## src/rtl/fft_pkg.sv

```systemverilog
// Shared types and constants for the FFT frame controller.
package fft_pkg;

    typedef enum logic [2:0] {
        IDLE,
        CFG,
        LOAD,
        DRAIN,
        DONE
    } fft_state_e;

    // Upper half of the complex input word; the imaginary part of a real sample is zero.
    localparam logic [15:0] SMP_PAD = 16'h0;

endpackage

```

## src/rtl/fft_frame_ctrl_if.sv

```systemverilog
// AXI-Stream channels between the frame controller (master) and the FFT core (slave).
interface fft_frame_ctrl_if #(
    parameter int CFG_W = 8
);
    logic             s_axis_config_tvalid;
    logic [CFG_W-1:0] s_axis_config_tdata;
    logic             s_axis_config_tready;

    logic             s_axis_data_tvalid;
    logic [31:0]      s_axis_data_tdata;
    logic             s_axis_data_tlast;
    logic             s_axis_data_tready;

    logic             m_axis_data_tvalid;
    logic [47:0]      m_axis_data_tdata;
    logic             m_axis_data_tlast;
    logic             m_axis_data_tready;

    modport master (
        output s_axis_config_tvalid, s_axis_config_tdata,
        input  s_axis_config_tready,
        output s_axis_data_tvalid, s_axis_data_tdata, s_axis_data_tlast,
        input  s_axis_data_tready,
        input  m_axis_data_tvalid, m_axis_data_tdata, m_axis_data_tlast,
        output m_axis_data_tready
    );

    modport slave (
        input  s_axis_config_tvalid, s_axis_config_tdata,
        output s_axis_config_tready,
        input  s_axis_data_tvalid, s_axis_data_tdata, s_axis_data_tlast,
        output s_axis_data_tready,
        output m_axis_data_tvalid, m_axis_data_tdata, m_axis_data_tlast,
        input  m_axis_data_tready
    );
endinterface

```

## src/rtl/fft_beat_cnt.sv

```systemverilog
// Modulo-FRAME_LEN beat counter; last flags the final beat of a frame.
module fft_beat_cnt #(
    parameter int FRAME_LEN = 64
) (
    input  logic Bus2IP_Clk,
    input  logic Bus2IP_Resetn,
    input  logic clr,
    input  logic inc,
    output logic last
);
    localparam int                CNT_W   = $clog2(FRAME_LEN);
    localparam logic [CNT_W-1:0]  CNT_MAX = CNT_W'(FRAME_LEN - 1);

    logic [CNT_W-1:0] cnt;

    // NOTE: non-blocking (<=) for state so every flop samples pre-edge values.
    always_ff @(posedge Bus2IP_Clk or negedge Bus2IP_Resetn) begin
        if (!Bus2IP_Resetn) begin
            cnt <= '0;
        end else if (clr) begin
            cnt <= '0;
        end else if (inc) begin
            cnt <= last ? '0 : cnt + CNT_W'(1);
        end
    end

    assign last = (cnt == CNT_MAX);

endmodule

```

## src/rtl/fft_frame_ctrl.sv

```systemverilog
// Frame sequencer for a streaming FFT core: config beat, FRAME_LEN samples in, FRAME_LEN results out.
// Optional FFT_FRAME_CTRL_STATS_EN adds a 16-bit completed-frame counter output.
module fft_frame_ctrl
    import fft_pkg::*;
#(
    parameter int FRAME_LEN = 64,
    parameter int CFG_W     = 8
) (
    input  logic             Bus2IP_Clk,
    input  logic             Bus2IP_Resetn,
    input  logic             start,
    input  logic [CFG_W-1:0] cfg_word,
    input  logic             smp_valid,
    input  logic [15:0]      smp_data,
    output logic             smp_ready,
    output logic             res_valid,
    output logic [47:0]      res_data,
    input  logic             res_ready,
    output logic             busy,
    output logic             done,
    output logic             err,
    input  logic             event_tlast_unexpected,
    input  logic             event_tlast_missing,
`ifdef FFT_FRAME_CTRL_STATS_EN
    output logic [15:0]      frame_cnt,
`endif
    fft_frame_ctrl_if.master core
);
    fft_state_e       state_q, state_d;
    logic [CFG_W-1:0] cfg_q;
    logic             err_q;
    logic             start_acc;
    logic             in_inc, in_last;
    logic             out_inc, out_last;
    logic             err_set;

    assign start_acc = (state_q == IDLE) && start;
    assign in_inc    = (state_q == LOAD)  && smp_valid && core.s_axis_data_tready;
    assign out_inc   = (state_q == DRAIN) && core.m_axis_data_tvalid && res_ready;

    fft_beat_cnt #(.FRAME_LEN(FRAME_LEN)) u_in_cnt (
        .Bus2IP_Clk    (Bus2IP_Clk),
        .Bus2IP_Resetn (Bus2IP_Resetn),
        .clr           (start_acc),
        .inc           (in_inc),
        .last          (in_last)
    );

    fft_beat_cnt #(.FRAME_LEN(FRAME_LEN)) u_out_cnt (
        .Bus2IP_Clk    (Bus2IP_Clk),
        .Bus2IP_Resetn (Bus2IP_Resetn),
        .clr           (start_acc),
        .inc           (out_inc),
        .last          (out_last)
    );

    // A core tlast that disagrees with our own count is flagged but never ends the frame.
    assign err_set = (out_inc && (core.m_axis_data_tlast != out_last))
                   || event_tlast_unexpected || event_tlast_missing;

    always_ff @(posedge Bus2IP_Clk or negedge Bus2IP_Resetn) begin
        if (!Bus2IP_Resetn) begin
            state_q <= IDLE;
            cfg_q   <= '0;
            err_q   <= 1'b0;
        end else begin
            state_q <= state_d;
            if (start_acc) cfg_q <= cfg_word;
            if (err_set)        err_q <= 1'b1;
            else if (start_acc) err_q <= 1'b0;
        end
    end

    // NOTE: every output gets a default first so no path through the case infers a latch.
    always_comb begin
        state_d                   = state_q;
        busy                      = (state_q != IDLE);
        done                      = 1'b0;
        smp_ready                 = 1'b0;
        res_valid                 = 1'b0;
        res_data                  = '0;
        core.s_axis_config_tvalid = 1'b0;
        core.s_axis_config_tdata  = '0;
        core.s_axis_data_tvalid   = 1'b0;
        core.s_axis_data_tdata    = '0;
        core.s_axis_data_tlast    = 1'b0;
        core.m_axis_data_tready   = 1'b0;

        case (state_q)
            IDLE: begin
                if (start) state_d = CFG;
            end
            CFG: begin
                core.s_axis_config_tvalid = 1'b1;
                core.s_axis_config_tdata  = cfg_q;
                if (core.s_axis_config_tready) state_d = LOAD;
            end
            LOAD: begin
                core.s_axis_data_tvalid = smp_valid;
                core.s_axis_data_tdata  = {SMP_PAD, smp_data};
                core.s_axis_data_tlast  = in_last;
                smp_ready               = core.s_axis_data_tready;
                if (in_inc && in_last) state_d = DRAIN;
            end
            DRAIN: begin
                res_valid               = core.m_axis_data_tvalid;
                res_data                = core.m_axis_data_tdata;
                core.m_axis_data_tready = res_ready;
                if (out_inc && out_last) state_d = DONE;
            end
            DONE: begin
                done    = 1'b1;
                state_d = IDLE;
            end
            default: state_d = IDLE;
        endcase
    end

    assign err = err_q;

`ifdef FFT_FRAME_CTRL_STATS_EN
    always_ff @(posedge Bus2IP_Clk or negedge Bus2IP_Resetn) begin
        if (!Bus2IP_Resetn) begin
            frame_cnt <= '0;
        end else if (state_q == DONE) begin
            frame_cnt <= frame_cnt + 16'd1;
        end
    end
`endif

endmodule

```

## src/flat_wrapper.sv

```systemverilog
// flat-port wrapper written by rule: the top's interface ports become plain ports
module fft_frame_ctrl_flat import fft_pkg::*;
#(
    parameter int FRAME_LEN = 64,
    parameter int CFG_W     = 8
)
  (Bus2IP_Clk, Bus2IP_Resetn, start, cfg_word, smp_valid, smp_data, smp_ready, res_valid, res_data, res_ready, busy, done, err, event_tlast_unexpected, event_tlast_missing, core_s_axis_config_tvalid, core_s_axis_config_tdata, core_s_axis_config_tready, core_s_axis_data_tvalid, core_s_axis_data_tdata, core_s_axis_data_tlast, core_s_axis_data_tready, core_m_axis_data_tvalid, core_m_axis_data_tdata, core_m_axis_data_tlast, core_m_axis_data_tready);
  fft_frame_ctrl_if #(.CFG_W(CFG_W)) core_i ();
  input  logic Bus2IP_Clk;
  input  logic Bus2IP_Resetn;
  input  logic start;
  input  logic [CFG_W-1:0] cfg_word;
  input  logic smp_valid;
  input  logic [15:0] smp_data;
  output logic smp_ready;
  output logic res_valid;
  output logic [47:0] res_data;
  input  logic res_ready;
  output logic busy;
  output logic done;
  output logic err;
  input  logic event_tlast_unexpected;
  input  logic event_tlast_missing;
  output wire logic [$bits(core_i.s_axis_config_tvalid)-1:0] core_s_axis_config_tvalid;
  output wire logic [$bits(core_i.s_axis_config_tdata)-1:0] core_s_axis_config_tdata;
  input wire logic [$bits(core_i.s_axis_config_tready)-1:0] core_s_axis_config_tready;
  output wire logic [$bits(core_i.s_axis_data_tvalid)-1:0] core_s_axis_data_tvalid;
  output wire logic [$bits(core_i.s_axis_data_tdata)-1:0] core_s_axis_data_tdata;
  output wire logic [$bits(core_i.s_axis_data_tlast)-1:0] core_s_axis_data_tlast;
  input wire logic [$bits(core_i.s_axis_data_tready)-1:0] core_s_axis_data_tready;
  input wire logic [$bits(core_i.m_axis_data_tvalid)-1:0] core_m_axis_data_tvalid;
  input wire logic [$bits(core_i.m_axis_data_tdata)-1:0] core_m_axis_data_tdata;
  input wire logic [$bits(core_i.m_axis_data_tlast)-1:0] core_m_axis_data_tlast;
  output wire logic [$bits(core_i.m_axis_data_tready)-1:0] core_m_axis_data_tready;
  assign core_s_axis_config_tvalid = core_i.s_axis_config_tvalid;
  assign core_s_axis_config_tdata = core_i.s_axis_config_tdata;
  assign core_i.s_axis_config_tready = core_s_axis_config_tready;
  assign core_s_axis_data_tvalid = core_i.s_axis_data_tvalid;
  assign core_s_axis_data_tdata = core_i.s_axis_data_tdata;
  assign core_s_axis_data_tlast = core_i.s_axis_data_tlast;
  assign core_i.s_axis_data_tready = core_s_axis_data_tready;
  assign core_i.m_axis_data_tvalid = core_m_axis_data_tvalid;
  assign core_i.m_axis_data_tdata = core_m_axis_data_tdata;
  assign core_i.m_axis_data_tlast = core_m_axis_data_tlast;
  assign core_m_axis_data_tready = core_i.m_axis_data_tready;
  fft_frame_ctrl #(.FRAME_LEN(FRAME_LEN), .CFG_W(CFG_W)) u_core (.Bus2IP_Clk(Bus2IP_Clk), .Bus2IP_Resetn(Bus2IP_Resetn), .start(start), .cfg_word(cfg_word), .smp_valid(smp_valid), .smp_data(smp_data), .smp_ready(smp_ready), .res_valid(res_valid), .res_data(res_data), .res_ready(res_ready), .busy(busy), .done(done), .err(err), .event_tlast_unexpected(event_tlast_unexpected), .event_tlast_missing(event_tlast_missing), .core(core_i));
endmodule
```

## config.mk

```make
export PLATFORM = sky130hd
export DESIGN_NAME = fft_frame_ctrl_flat
export DESIGN_NICKNAME = d
export VERILOG_FILES = /design/src/rtl/fft_pkg.sv /design/src/rtl/fft_frame_ctrl_if.sv /design/src/rtl/fft_beat_cnt.sv /design/src/rtl/fft_frame_ctrl.sv /design/src/flat_wrapper.sv
export SDC_FILE = /design/constraint.sdc
export NUM_CORES = 1
export LEC_CHECK = 0
export BUFFER_PORTS_ARGS = -buffer_cell sky130_fd_sc_hd__buf_2
export CAP_MARGIN = 40
export CELL_PAD_IN_SITES_DETAIL_PLACEMENT = 1
export CELL_PAD_IN_SITES_GLOBAL_PLACEMENT = 1
export CORE_AREA = 2 2 89 91
export CTS_CLUSTER_DIAMETER = 200
export DETAILED_ROUTE_END_ITERATION = 16
export DIE_AREA = 0 0 91 93
export PLACE_DENSITY = 0.92
export SYNTH_ARGS = -nofsm -noshare
export SYNTH_HDL_FRONTEND = slang
export SYNTH_SLANG_ARGS = --single-unit
```

## constraint.sdc

```tcl
create_clock -name Bus2IP_Clk -period 3.4 [get_ports Bus2IP_Clk]
set_clock_uncertainty 0.1 [all_clocks]
set_input_delay 0.51 -clock Bus2IP_Clk [delete_from_list [all_inputs] [get_ports Bus2IP_Clk]]
set_output_delay 0.51 -clock Bus2IP_Clk [all_outputs]
set_load 0.05 [all_outputs]
```

Word level (Yosys, flattened, before mapping)
Cells that the tools add are included.

cells by class
  $add $sub $neg = 2
  equal/unequal tests = 11
  muxes and demuxes = 23
  reduce and logical (&&, ||, !) cells = 16

operators with widths
  kind                                                  count
  two-way mux 48 bit                                    1
  two-way mux 6 bit                                     6
  two-way mux 16 bit                                    1
  adder 6 x 1 -> 6 bit (second input constant)          2
  equality test 6 bit (second input constant)           2
  two-way mux 3 bit                                     4
  case mux 3 bit (4 select lines)                       1
  two-way mux 1 bit                                     9
  logical AND 1 bit                                     8
  two-way mux 8 bit                                     1
  != test 2 bit (second input constant)                 4
  equality test 3 x 2 -> 1 bit (second input constant)  2
  nonzero test 2 bit                                    3
  AND reduction 4 bit                                   1
  equality test 3 x 1 -> 1 bit (second input constant)  1
  equality test 3 bit (second input constant)           1
  zero test 3 bit                                       1
  nonzero test 3 bit                                    1
  logical OR 1 bit                                      2
  != test 1 bit                                         1

storage, ports and cells
  flip-flop bits (word level) = 24
  bits of input ports = 83
  output and inout port bits = 97
  logic and storage cells = 57

Depth between registers and ports, before layout
  depth in word-level cells = 7
  depth in mapped cells = 6

Hierarchy
A second synthesis with hierarchy kept.

unflattened totals
  cells, all modules = 209
  area total of the unflattened synthesis = 1845.5 um^2

modules (own cells, without submodules)
  module          times used  cells each  area each (um^2)  sequential area each (um^2)
  fft_frame_ctrl  1           145         1204.9            300.3
  fft_beat_cnt    2           32          320.3             150.1

Worst setup path after synthesis
Ideal clock, no wire load.

  path kind = reg2out
  start point = reg u_core.state_q[2]
  end point = out core_s_axis_config_tdata[0]
  arrival time = 2570 ps
  setup slack = 220 ps
  stages on the path, launching flop included = 4
  path through = dfrtp_1 -> clkbuf_1 -> nor3b_1 -> and2_1

between the ends
  word-level cells in the longest chain between the ends = 2

ends and longest elaborated chain
  what                          line                  source
  start: declaration            fft_frame_ctrl.sv:29  fft_state_e state_q, state_d;
  start signal: assignment      fft_frame_ctrl.sv:67  state_q <= state_d;
  equality test 3 x 1 -> 1 bit  fft_frame_ctrl.sv:89  case (state_q)
  two-way mux 8 bit             fft_frame_ctrl.sv:89
  end: declaration              flat_wrapper.sv:25    output wire logic [$bits(core_i.s_axis_config_tdata)-1:0] core_s_axis_config_tdata;

No other way between the ends.

Final worst setup path
  start point = reg u_core.state_q[0]
  end point = out res_data[27]

between the ends
  word-level cells in the longest chain between the ends = 2

ends and longest elaborated chain
  what                          line                  source
  equality test 3 x 2 -> 1 bit  fft_frame_ctrl.sv:89
  two-way mux 48 bit            fft_frame_ctrl.sv:89
  end: declaration              flat_wrapper.sv:17    output logic [47:0] res_data;

No other way between the ends.

==> qor.json <==
{
  "seq_power_share": {"value": 0.202},
  "floorplan.rows": {"value": 32},
  "min_period_over_period": {"value": 0.7864},
  "wire_length_of_the_first_global_routing_pass": {"value": 11320, "unit": "um"},
  "synthFlopType": {"value": "sky130_fd_sc_hd__dfrtp_1"},
  "worst_hold_path_type": {"value": "input port to asynchronous set/reset pin"},
  "vias": {"value": 2215},
  "ios": {"value": 180},
  "arrival_time_at_the_worst_endpoint": {"value": 2060, "unit": "ps"},
  "design.die.area": {"value": 8463, "unit": "um^2"},
  "cts-htree-levels": {"value": 1},
  "reg_to_reg_start": {"value": "u_core.state_q[0]"},
  "clk-insertion-delay-late": {"value": 270, "unit": "ps"},
  "transition_at_the_pin_with_the_smallest_max_transition_slack": {"value": 648.0, "unit": "ps"},
  "mappedNetlistArea": {"value": 1838, "unit": "um^2"},
  "ys_async_sr_fraction": {"value": 1.000},
  "finalNetCount": {"value": 481},
  "final_hold_viol_count": {"value": 0},
  "routed_via_density": {"value": 4.457},
  "timing.final.crit_period": {"value": 2674, "unit": "ps"},
  "cp.required": {"value": 2790, "unit": "ps"},
  "postSynthCellCount": {"value": 239},
  "drt_iter0_drc": {"value": 109},
  "core_region_area": {"value": 7527, "unit": "um^2"},
  "setup_repair_after_global_routing_missed_its_margin": {"value": "no"},
  "resized_cells_post_cts": {"value": 0},
  "route.final.wire_length": {"value": 7303, "unit": "um"},
  "fp.dieH": {"value": 93, "unit": "um"},
  "fmaxAchievable": {"value": 374.0, "unit": "MHz"},
  "place_congestion": {"value": 0.7637},
  "yosysUniqueCellTypes": {"value": 34},
  "antenna_found_initial": {"value": 0},
  "clock_tree.root_cell": {"value": "sky130_fd_sc_hd__clkbuf_8"},
  "relSlewSlack": {"value": 0.5680},
  "power_frac_clock": {"value": 0.111},
  "syn_area_per_cell": {"value": 7.690, "unit": "um^2"},
  "antenna_diode_instance_count": {"value": 0},
  "critical_path_class": {"value": "flip-flop to output pin"},
  "area_overhead_vs_synth": {"value": 49.69, "unit": "%"},
  "ant_nets": {"value": 0},
  "cts_tree": {"value": "yes"},
  "initial_core_util": {"value": 0.2442},
  "grt_remaining_overflow": {"value": 0},
  "final_cell_mix": {"value": "163 x sky130_fd_sc_hd__buf_2, 76 x sky130_fd_sc_hd__and2_1, 38 x sky130_fd_sc_hd__nand2_1"},
  "cts.hold.buffers_added": {"value": 0},
  "hold-worst-slack": {"value": 119.9, "unit": "ps"},
  "grt_max_degree": {"value": 53},
  "ys_seq_area_frac": {"value": 0.3268},
  "crit_fanout": {"value": 52},
  "power.switching_fraction": {"value": 0.6050},
  "clock_tree.buffer_depth": {"value": 2},
  "final_layout_size_suffix_gt1_frac": {"value": 0.4380},
  "postCtsSetupRepairBufs": {"value": 0},
  "power_frac_comb": {"value": 0.687},
  "r2r_setup_slack": {"value": 1110, "unit": "ps"},
  "intPower": {"value": 920.6, "unit": "uW"},
  "max-cap-violations": {"value": 0},
  "result_of_the_run": {"value": "completed"},
  "synth-warning-count": {"value": 0},
  "powerDensity": {"value": 847.0, "unit": "nW/um^2"},
  "share_of_the_core_filled_with_cells": {"value": 0.3655},
  "io_buffers": {"value": 163},
  "critical_path.startpoint_type": {"value": "flip-flop"},
  "dp_hpwl": {"value": 5802, "unit": "um"},
  "rr_worst_depth": {"value": 4},
  "report.final.setup_viol": {"value": 0},
  "grt_pass1_vias": {"value": 2197},
  "global_route.usage.total": {"value": 0.1664},
  "static-leakage-power": {"value": 1.585, "unit": "nW"},
  "maxSlewViolCount": {"value": 0},
  "critPathCaptureType": {"value": "output pin"},
  "die_width": {"value": 91, "unit": "um"},
  "netSwitchingPower": {"value": 1.410, "unit": "mW"},
  "critical_path.reg2reg.endpoint": {"value": "u_core.u_out_cnt.cnt[5]"},
  "commonest_non_fill_non_tap_cell_in_the_layout": {"value": "sky130_fd_sc_hd__buf_2"},
  "number_of_synthesized_register_bits": {"value": 24},
  "setup_tns": {"value": 0, "unit": "ps"},
  "vdd.ir_drop.worst": {"value": 0.2815, "unit": "mV"},
  "numCtsBuffers": {"value": 3},
  "post_drt_wl_per_cell": {"value": 14.69, "unit": "um"},
  "synth_enable_flop_cells": {"value": 0},
  "clkSinkCount": {"value": 24},
  "cts.clk_slew.worst_paths": {"value": 90, "unit": "ps"},
  "first_pass_iters": {"value": 3},
  "detail_route.drc_violations": {"value": 0}
}
[cell usage after synthesis, drive strengths merged (3+ instances only)]
| master | number | area, um^2 |
|---|---|---|
| dfrtp | 24 | 600.6 |
| inv | 3 | 11.26 |
| and3 | 3 | 18.77 |
| nor3 | 4 | 20.02 |
| nand3 | 11 | 55.05 |
| nor3b | 3 | 22.52 |
| a21oi | 7 | 38.79 |
| buf | 19 | 141.4 |
| and2 | 76 | 475.5 |
| clkbuf | 10 | 38.78 |
| nand2 | 38 | 142.6 |
| nor2 | 6 | 22.52 |
| o21ai | 12 | 60.06 |
[critical path, stage by stage (launching register included)]
cell and delay (ps):
sky130_fd_sc_hd__dfrtp_1 560, sky130_fd_sc_hd__and3b_2 690, sky130_fd_sc_hd__and2_1 250, sky130_fd_sc_hd__buf_2 280
[logic make-up (layout without fill, tap and decap cells)]
kind of cell / Yosys count / count (layout) / synth area share
AND/OR/NAND/NOR: 149 / 149 / 0.4459
buffers and inverters: 32 / 173 / 0.1042
AO/OA/AOI/OAI: 27 / 27 / 0.08714
flip-flops: 24 / 24 / 0.3268
adder cells (fa/ha/maj): 2 / 2 / 0.01361
XOR/XNOR: 2 / 2 / 0.009532
multiplexers: 2 / 2 / 0.01089
other: 1 / 16 / 0.002040
[cell type report]
type | instances | area (um^2)
Sequential cell | 24 | 600.6
Tap cell | 102 | 127.6
Fill cell | 984 | 4776
Timing Repair Buffer | 166 | 838.3
Inverter | 3 | 11.26
Clock buffer | 3 | 41.29
Clock inverter | 1 | 30.03
Multi-Input combinational cell | 198 | 1102
[flip-flops by register name (all words and copies together) (netlist names)]
| signal | flops |
|---|---|
| u_core.state_q | 3 |
| u_core.err | 1 |
| u_core.cfg_q | 8 |
| u_core.u_in_cnt.cnt | 6 |
| u_core.u_out_cnt.cnt | 6 |
[power by group through the flow]
stage / Sequential (mW) / Clock, mW / Combinational (mW)
after global placement: 0.463 / 0 / 1.58
after global routing: 0.487 / 0.274 / 1.71
after floorplan: 0.436 / 0 / 1.30
after detailed placement: 0.472 / 0 / 1.62
final: 0.470 / 0.259 / 1.60
after CTS: 0.468 / 0.262 / 1.62
[per-layer routing]
| layer | wire length, um | track usage |
|---|---|---|
| met5 | 0 | 0 |
| met4 | 84 | 0.04167 |
| met3 | 474 | 0.03223 |
| met2 | 3943 | 0.3253 |
| met1 | 2801 | 0.1835 |
[metrics by stage]
step | area (um^2) | total power, mW | setup WS, ps | std cells
final | 2751 | 2.330 | 726.2 | 497
after CTS | 2751 | 2.355 | 714.4 | 497
after detailed placement | 2680 | 2.091 | 1011 | 493
after global routing | 2751 | 2.466 | 547.8 | 497
after global placement | 2680 | 2.041 | 1102 | 493
after floorplan | 1894 | 1.731 | 219.8 | 254
[how the worst max path moves through the flow]
stage | startpoint | to | cells after the start
after global placement | u_core.state_q[0] | res_data[27] | 3
after detailed placement | u_core.state_q[1] | res_data[24] | 3
after floorplan | u_core.state_q[2] | core_s_axis_config_tdata[0] | 3
after global routing | u_core.state_q[1] | res_data[27] | 3
final | u_core.state_q[0] | res_data[27] | 3
after CTS | u_core.state_q[1] | res_data[27] | 3
Note: power is estimated with default switching activity, not from simulation.
